--- src/rtl/tick_gen_multi_if.sv ---
// tick_gen_multi_if: divisor-write bus carrying per-channel divisor updates into tick_gen_multi.
interface tick_gen_multi_if #(
  parameter int NUM_CH = 4,
  parameter int CNT_W  = 32,
  localparam int SEL_W = (NUM_CH > 1) ? $clog2(NUM_CH) : 1
);
  logic             div_wr;
  logic [SEL_W-1:0] div_sel;
  logic [CNT_W-1:0] div_val;
  modport master (output div_wr, div_sel, div_val);
  modport slave  (input  div_wr, div_sel, div_val);
endinterface

--- src/rtl/tick_gen_multi.sv ---
// tick_gen_multi: NUM_CH programmable tick dividers with pause, single-step, phase-align and divisor bus.
// Optional blink square wave on channel 0 enabled by macro TICK_GEN_BLINK_EN.
module tick_gen_multi #(
  parameter int CLK_FRQ = 50_000_000,
  parameter int NUM_CH  = 4,
  parameter int CNT_W   = 32,
  localparam int SEL_W  = (NUM_CH > 1) ? $clog2(NUM_CH) : 1
) (
  input  logic              clk,
  input  logic              rst_n,
  input  logic              manual_set,
  input  logic              manual_step,
  input  logic              sync_clr,
  tick_gen_multi_if.slave   bus,
  output logic [NUM_CH-1:0] tick,
  output logic              blink
);
  logic [CNT_W-1:0]  cnt_q [NUM_CH];
  logic [CNT_W-1:0]  cnt_d [NUM_CH];
  logic [CNT_W-1:0]  div_q [NUM_CH];
  logic [CNT_W-1:0]  div_d [NUM_CH];
  logic [NUM_CH-1:0] tick_q, tick_d;
  logic              step_q, step_d, step_rise;
  always_comb begin
    step_d    = manual_step;
    step_rise = manual_set & manual_step & ~step_q;
    tick_d    = '0;
    for (int i = 0; i < NUM_CH; i++) begin
      logic             wr;
      logic [CNT_W-1:0] term;
      wr       = bus.div_wr && (bus.div_sel == SEL_W'(i));
      term     = (div_q[i] == '0) ? '0 : div_q[i] - 1'b1;
      div_d[i] = wr ? bus.div_val : div_q[i];
      cnt_d[i] = cnt_q[i];
      // sync_clr and a divisor write both restart the period; a pause only lets step pulses through
      if (sync_clr || wr) cnt_d[i] = '0;
      else if (manual_set) tick_d[i] = step_rise;
      else if (cnt_q[i] == term) begin
        cnt_d[i]  = '0;
        tick_d[i] = 1'b1;
      end else cnt_d[i] = cnt_q[i] + 1'b1;
    end
  end
  always_ff @(posedge clk or negedge rst_n) begin
    if (!rst_n) begin
      tick_q <= '0;
      step_q <= 1'b0;
      for (int i = 0; i < NUM_CH; i++) begin
        cnt_q[i] <= '0;
        div_q[i] <= CNT_W'(CLK_FRQ);
      end
    end else begin
      tick_q <= tick_d;
      step_q <= step_d;
      for (int i = 0; i < NUM_CH; i++) begin
        cnt_q[i] <= cnt_d[i];
        div_q[i] <= div_d[i];
      end
    end
  end
  assign tick = tick_q;
`ifdef TICK_GEN_BLINK_EN
  logic blink_q, blink_d;
  assign blink_d = sync_clr ? 1'b0 : blink_q ^ tick_q[0];
  always_ff @(posedge clk or negedge rst_n) begin
    if (!rst_n) blink_q <= 1'b0;
    else blink_q <= blink_d;
  end
  assign blink = blink_q;
`else
  assign blink = 1'b0;
`endif
endmodule

--- src/flat_wrapper.sv ---
// flat-port wrapper written by rule: the top's interface ports become plain ports
module tick_gen_multi_flat 
#(
  parameter int CLK_FRQ = 50_000_000,
  parameter int NUM_CH  = 4,
  parameter int CNT_W   = 32,
  localparam int SEL_W  = (NUM_CH > 1) ? $clog2(NUM_CH) : 1
)
  (clk, rst_n, manual_set, manual_step, sync_clr, tick, blink, bus_div_wr, bus_div_sel, bus_div_val);
  tick_gen_multi_if #(.NUM_CH(NUM_CH), .CNT_W(CNT_W)) bus_i ();
  input  logic clk;
  input  logic rst_n;
  input  logic manual_set;
  input  logic manual_step;
  input  logic sync_clr;
  output logic [NUM_CH-1:0] tick;
  output logic blink;
  input wire logic [$bits(bus_i.div_wr)-1:0] bus_div_wr;
  input wire logic [$bits(bus_i.div_sel)-1:0] bus_div_sel;
  input wire logic [$bits(bus_i.div_val)-1:0] bus_div_val;
  assign bus_i.div_wr = bus_div_wr;
  assign bus_i.div_sel = bus_div_sel;
  assign bus_i.div_val = bus_div_val;
  tick_gen_multi #(.CLK_FRQ(CLK_FRQ), .NUM_CH(NUM_CH), .CNT_W(CNT_W)) u_core (.clk(clk), .rst_n(rst_n), .manual_set(manual_set), .manual_step(manual_step), .sync_clr(sync_clr), .bus(bus_i), .tick(tick), .blink(blink));
endmodule
--- config.mk ---
export PLATFORM = sky130hd
export DESIGN_NAME = tick_gen_multi_flat
export DESIGN_NICKNAME = d
export VERILOG_FILES = /design/src/rtl/tick_gen_multi_if.sv /design/src/rtl/tick_gen_multi.sv /design/src/flat_wrapper.sv
export SDC_FILE = /design/constraint.sdc
export NUM_CORES = 1
export LEC_CHECK = 0
export ABC_AREA = 1
export BUFFER_PORTS_ARGS = -buffer_cell sky130_fd_sc_hd__buf_2
export CAP_MARGIN = 30
export CORE_UTILIZATION = 31
export CTS_CLUSTER_SIZE = 8
export DETAILED_ROUTE_END_ITERATION = 10
export GPL_TIMING_DRIVEN = 0
export PLACE_DENSITY = 0.48
export SLEW_MARGIN = 20
export SYNTH_ARGS = -nofsm -noshare
export SYNTH_HDL_FRONTEND = slang
export SYNTH_SLANG_ARGS = --single-unit
--- constraint.sdc ---
create_clock -name clk -period 3.97 [get_ports clk]
set_clock_uncertainty 0.2 [all_clocks]
set_input_delay 0.5955 -clock clk [delete_from_list [all_inputs] [get_ports clk]]
set_output_delay 0.5955 -clock clk [all_outputs]
set_load 0.02 [all_outputs]
==> impl_results.md <==
- Core Area: 64900 um2
- # Post-CTS Setup Buffers: 0
- Hold/Removal Path Class: input pin to register
- Yosys Warn Count: 0
- Total gr overflow: 0
- Mux share of post-synthesis cell area: 0
- Crit share post-route: 0.892
- Layout area overhead: 13.0%
- H-tree depth: 2
- CP Data Arrival Time: 3.79 ns
- Routed length per placed instance: ~17 um
- Dpl hpwl: 58800 um
- Crit path max fanout: 10
- DR vias: 21.4k
- Vias per cell: 4.98
- Ports: 45
- Largest net degree at the start of global routing: 85
- Buffers added on ports: 42
- RSZ-0062 raised after global routing: false
- Final ANT Viol Nets: 0
- Number of library cell types mapped by synthesis: 42
- CTS Hold Buffers Added: 2
- Layout cells sized above 1: 0.0748
- Final setup fails: 0
- Post-DP Area: between 20000 and 25000 um2
- Post-synth top area cell: dfrtp_1
- Count of final max-slew check failures: 0
- Final core occ: 0.357
- Slew headroom: 0.333
- Top_reg_cell synth: dfrtp_1
- Worst-Skew Late Latency: just under 0.6 ns
- WP data required: 4.22 ns
- Total die area: 67200 um2
- Final wirelength: around 75000 um
- Largest family of logic cells by synthesized area: simple AND/OR/NAND/NOR gates
- GP Congestion: 0.913
- Synth Net Count: 3374
- CP Class: register to register
- Root buffer cell: clkbuf_16
- Cell Area, Synth: 20500 um2
- Yosys top cell area share: 0.260
- Power density cells: between 300 and 400 nW/um2
- Post-layout min period: between 3 and 4 ns
- DRT iter0 DRCs: 1743
- # rows: 93
- Worst slew pin tran: roughly 1 ns
- Vias in the first global route: 20.6k
- Fmax: about 280 MHz
- Cell leakage power: 11.0 nW
- Synth async-reset ratio: 1.00
- Outcome: finished, final reports clean
- Global Route Usage Sum: 0.223
- Pre-CTS setup slack: 0.0418 ns
- Synth Area in XOR/XNOR: 0.0430
- Total power: ~0.009 W
- Global-route wire length before repair: approximately 120000 um
- Die Ht: around 260 um
- Peak VDD IR: between 200 and 300 uV
- Hold Fails Final Rpt: 0
- Clk buf depth: 3
- Inserted Clock Buffers: 40
- Initial antenna violation count: 3
- Design area: 23200 um2
- DRT Pass-1 Iters: 6
- Nets: 3465
- Crit path setup slack, layout: 0.429 ns
- Max-cap violation count: 0
- Post-Syn Instances: 3326
- CTS tree: yes
- Post-synth EDFFs: 0
- Compound-gate portion of the synthesized area: 0.0770
- Synth Area in Simple Gates: 0.458
- Most frequent cells in the layout: nand2_1, nor2_1, inv_1
- Synth Area in Adders: 0.00488
- # resized after CTS: 0
- Mean Syn Cell Area: 6.16 um2
- Area contributors post-synth: dfrtp_1, nand2_1, nor2_1
- Starting Density: 0.316
- # fillers: 7419
- Die W: 259 um
- Synth Register Bits: around 260
- Setup TNS: 0 ns
- Clock Pin Slew Worst Setup and Hold Paths: approximately 0.05 ns
- Most common library cell in the layout ignoring fill and taps: nand2_1
- Register area share after synthesis: 0.321
- CP endpoint kind: register
- Clock sinks: roughly 260
- Drt drc: 0
- Startpoint types: register
[final cells by class]
class / count / area (um2) / share of cell area
Timing Repair Buffer: 49 / 335 / 0.0145
Inverter: 384 / 1440 / 0.0622
Tap cell: 855 / 1070 / 0.0462
Sequential cell: 261 / 6590 / 0.285
Clock inverter: 4 / 77.6 / 0.00335
Multi-Input combinational cell: 2578 / 12000 / 0.517
Clock buffer: 70 / 1160 / 0.0503
Buffer: 103 / 508 / 0.0219
Antenna cell: 1 / 2.50 / 0.000108
[synth_stat cells (all sizes together) (2+ instances only)]
library cell and instances:
nand4 152, ha 8, xor2 91, dfrtp 213
or2 11, nand3b 8, nor2 482, nor3 52
o21bai 33, clkbuf 67, nor4 13, buf 36
nor3b 3, nand3 296, xnor2 8, o211ai 4
o21ai 241, inv 384, o31ai 2, nand2 1156
a21oi 13, dfstp 48
[power breakdown]
| group | internal, W | switching [W] |
|---|---|---|
| clock | 0.00210 | 0.00135 |
| combinational | 0.000690 | 0.00143 |
| sequential | 0.00295 | 0.000310 |
[path summary, 6_finish.rpt]
kind                       slack [ns]          endpoint  cells past startpoint             start
hold / removal                   0.06  u_core.div_q[60]                      3   bus_div_val[28]
setup / recovery                 0.43   u_core.cnt_q[1]                     17   u_core.div_q[0]
max in group asynchronous        2.03  u_core.div_q[54]                      4             rst_n
setup reg to reg                 0.43   u_core.cnt_q[1]                     17   u_core.div_q[0]
hold reg to reg                  0.31  u_core.cnt_q[31]                      2  u_core.cnt_q[31]
min in group asynchronous        0.32   u_core.cnt_q[6]                      2             rst_n
[logic make-up after synthesis]
group                      count (synthesis)
AOI/OAI and AO/OA                        295
DFF                                      261
xor gates and xnor gates                  99
buffers and inverters                    487
other                                      1
and+or+nand+nor                         2175
adders and majority gates                  8
[worst max-delay path, stage by stage (launching register included)]
cell and delay (ns):
dfrtp_1 0.46, inv_1 0.16, ha_1 0.25, nand2_2 0.13, nor2_4 0.23, nand2_1 0.18
inv_1 0.11, nand2_2 0.13, buf_2 0.22, nand4_1 0.11, nand2_1 0.07, nor2_1 0.27
nand3_1 0.18, nor2_1 0.12, nand2_1 0.19, buf_2 0.25, nand3_1 0.09, nand2_1 0.06
[layer usage]
metal,part of all wire,vias to the layer above,track usage
li1,-,10803,-
met1,0.47,10063,0.309
met2,0.45,506,0.360
met3,0.061,68,0.0382
met4,0.016,0,0.0479
met5,0,-,0
[state kept, by name, indices dropped and copies added, names as in the netlist]
signal	cells
u_core.cnt_q	128
u_core.div_q	128
u_core.step_q	1
u_core.tick	4
[through the flow]
step	cells	hold slack [ns]
finish	4305	0.0578
detailed placement	4228	0.307
global placement	4223	0.294
CTS	4304	0.0274
floorplan	3326	0.0999
global route	4304	0.0414
Power figures use the tool's default switching activity.
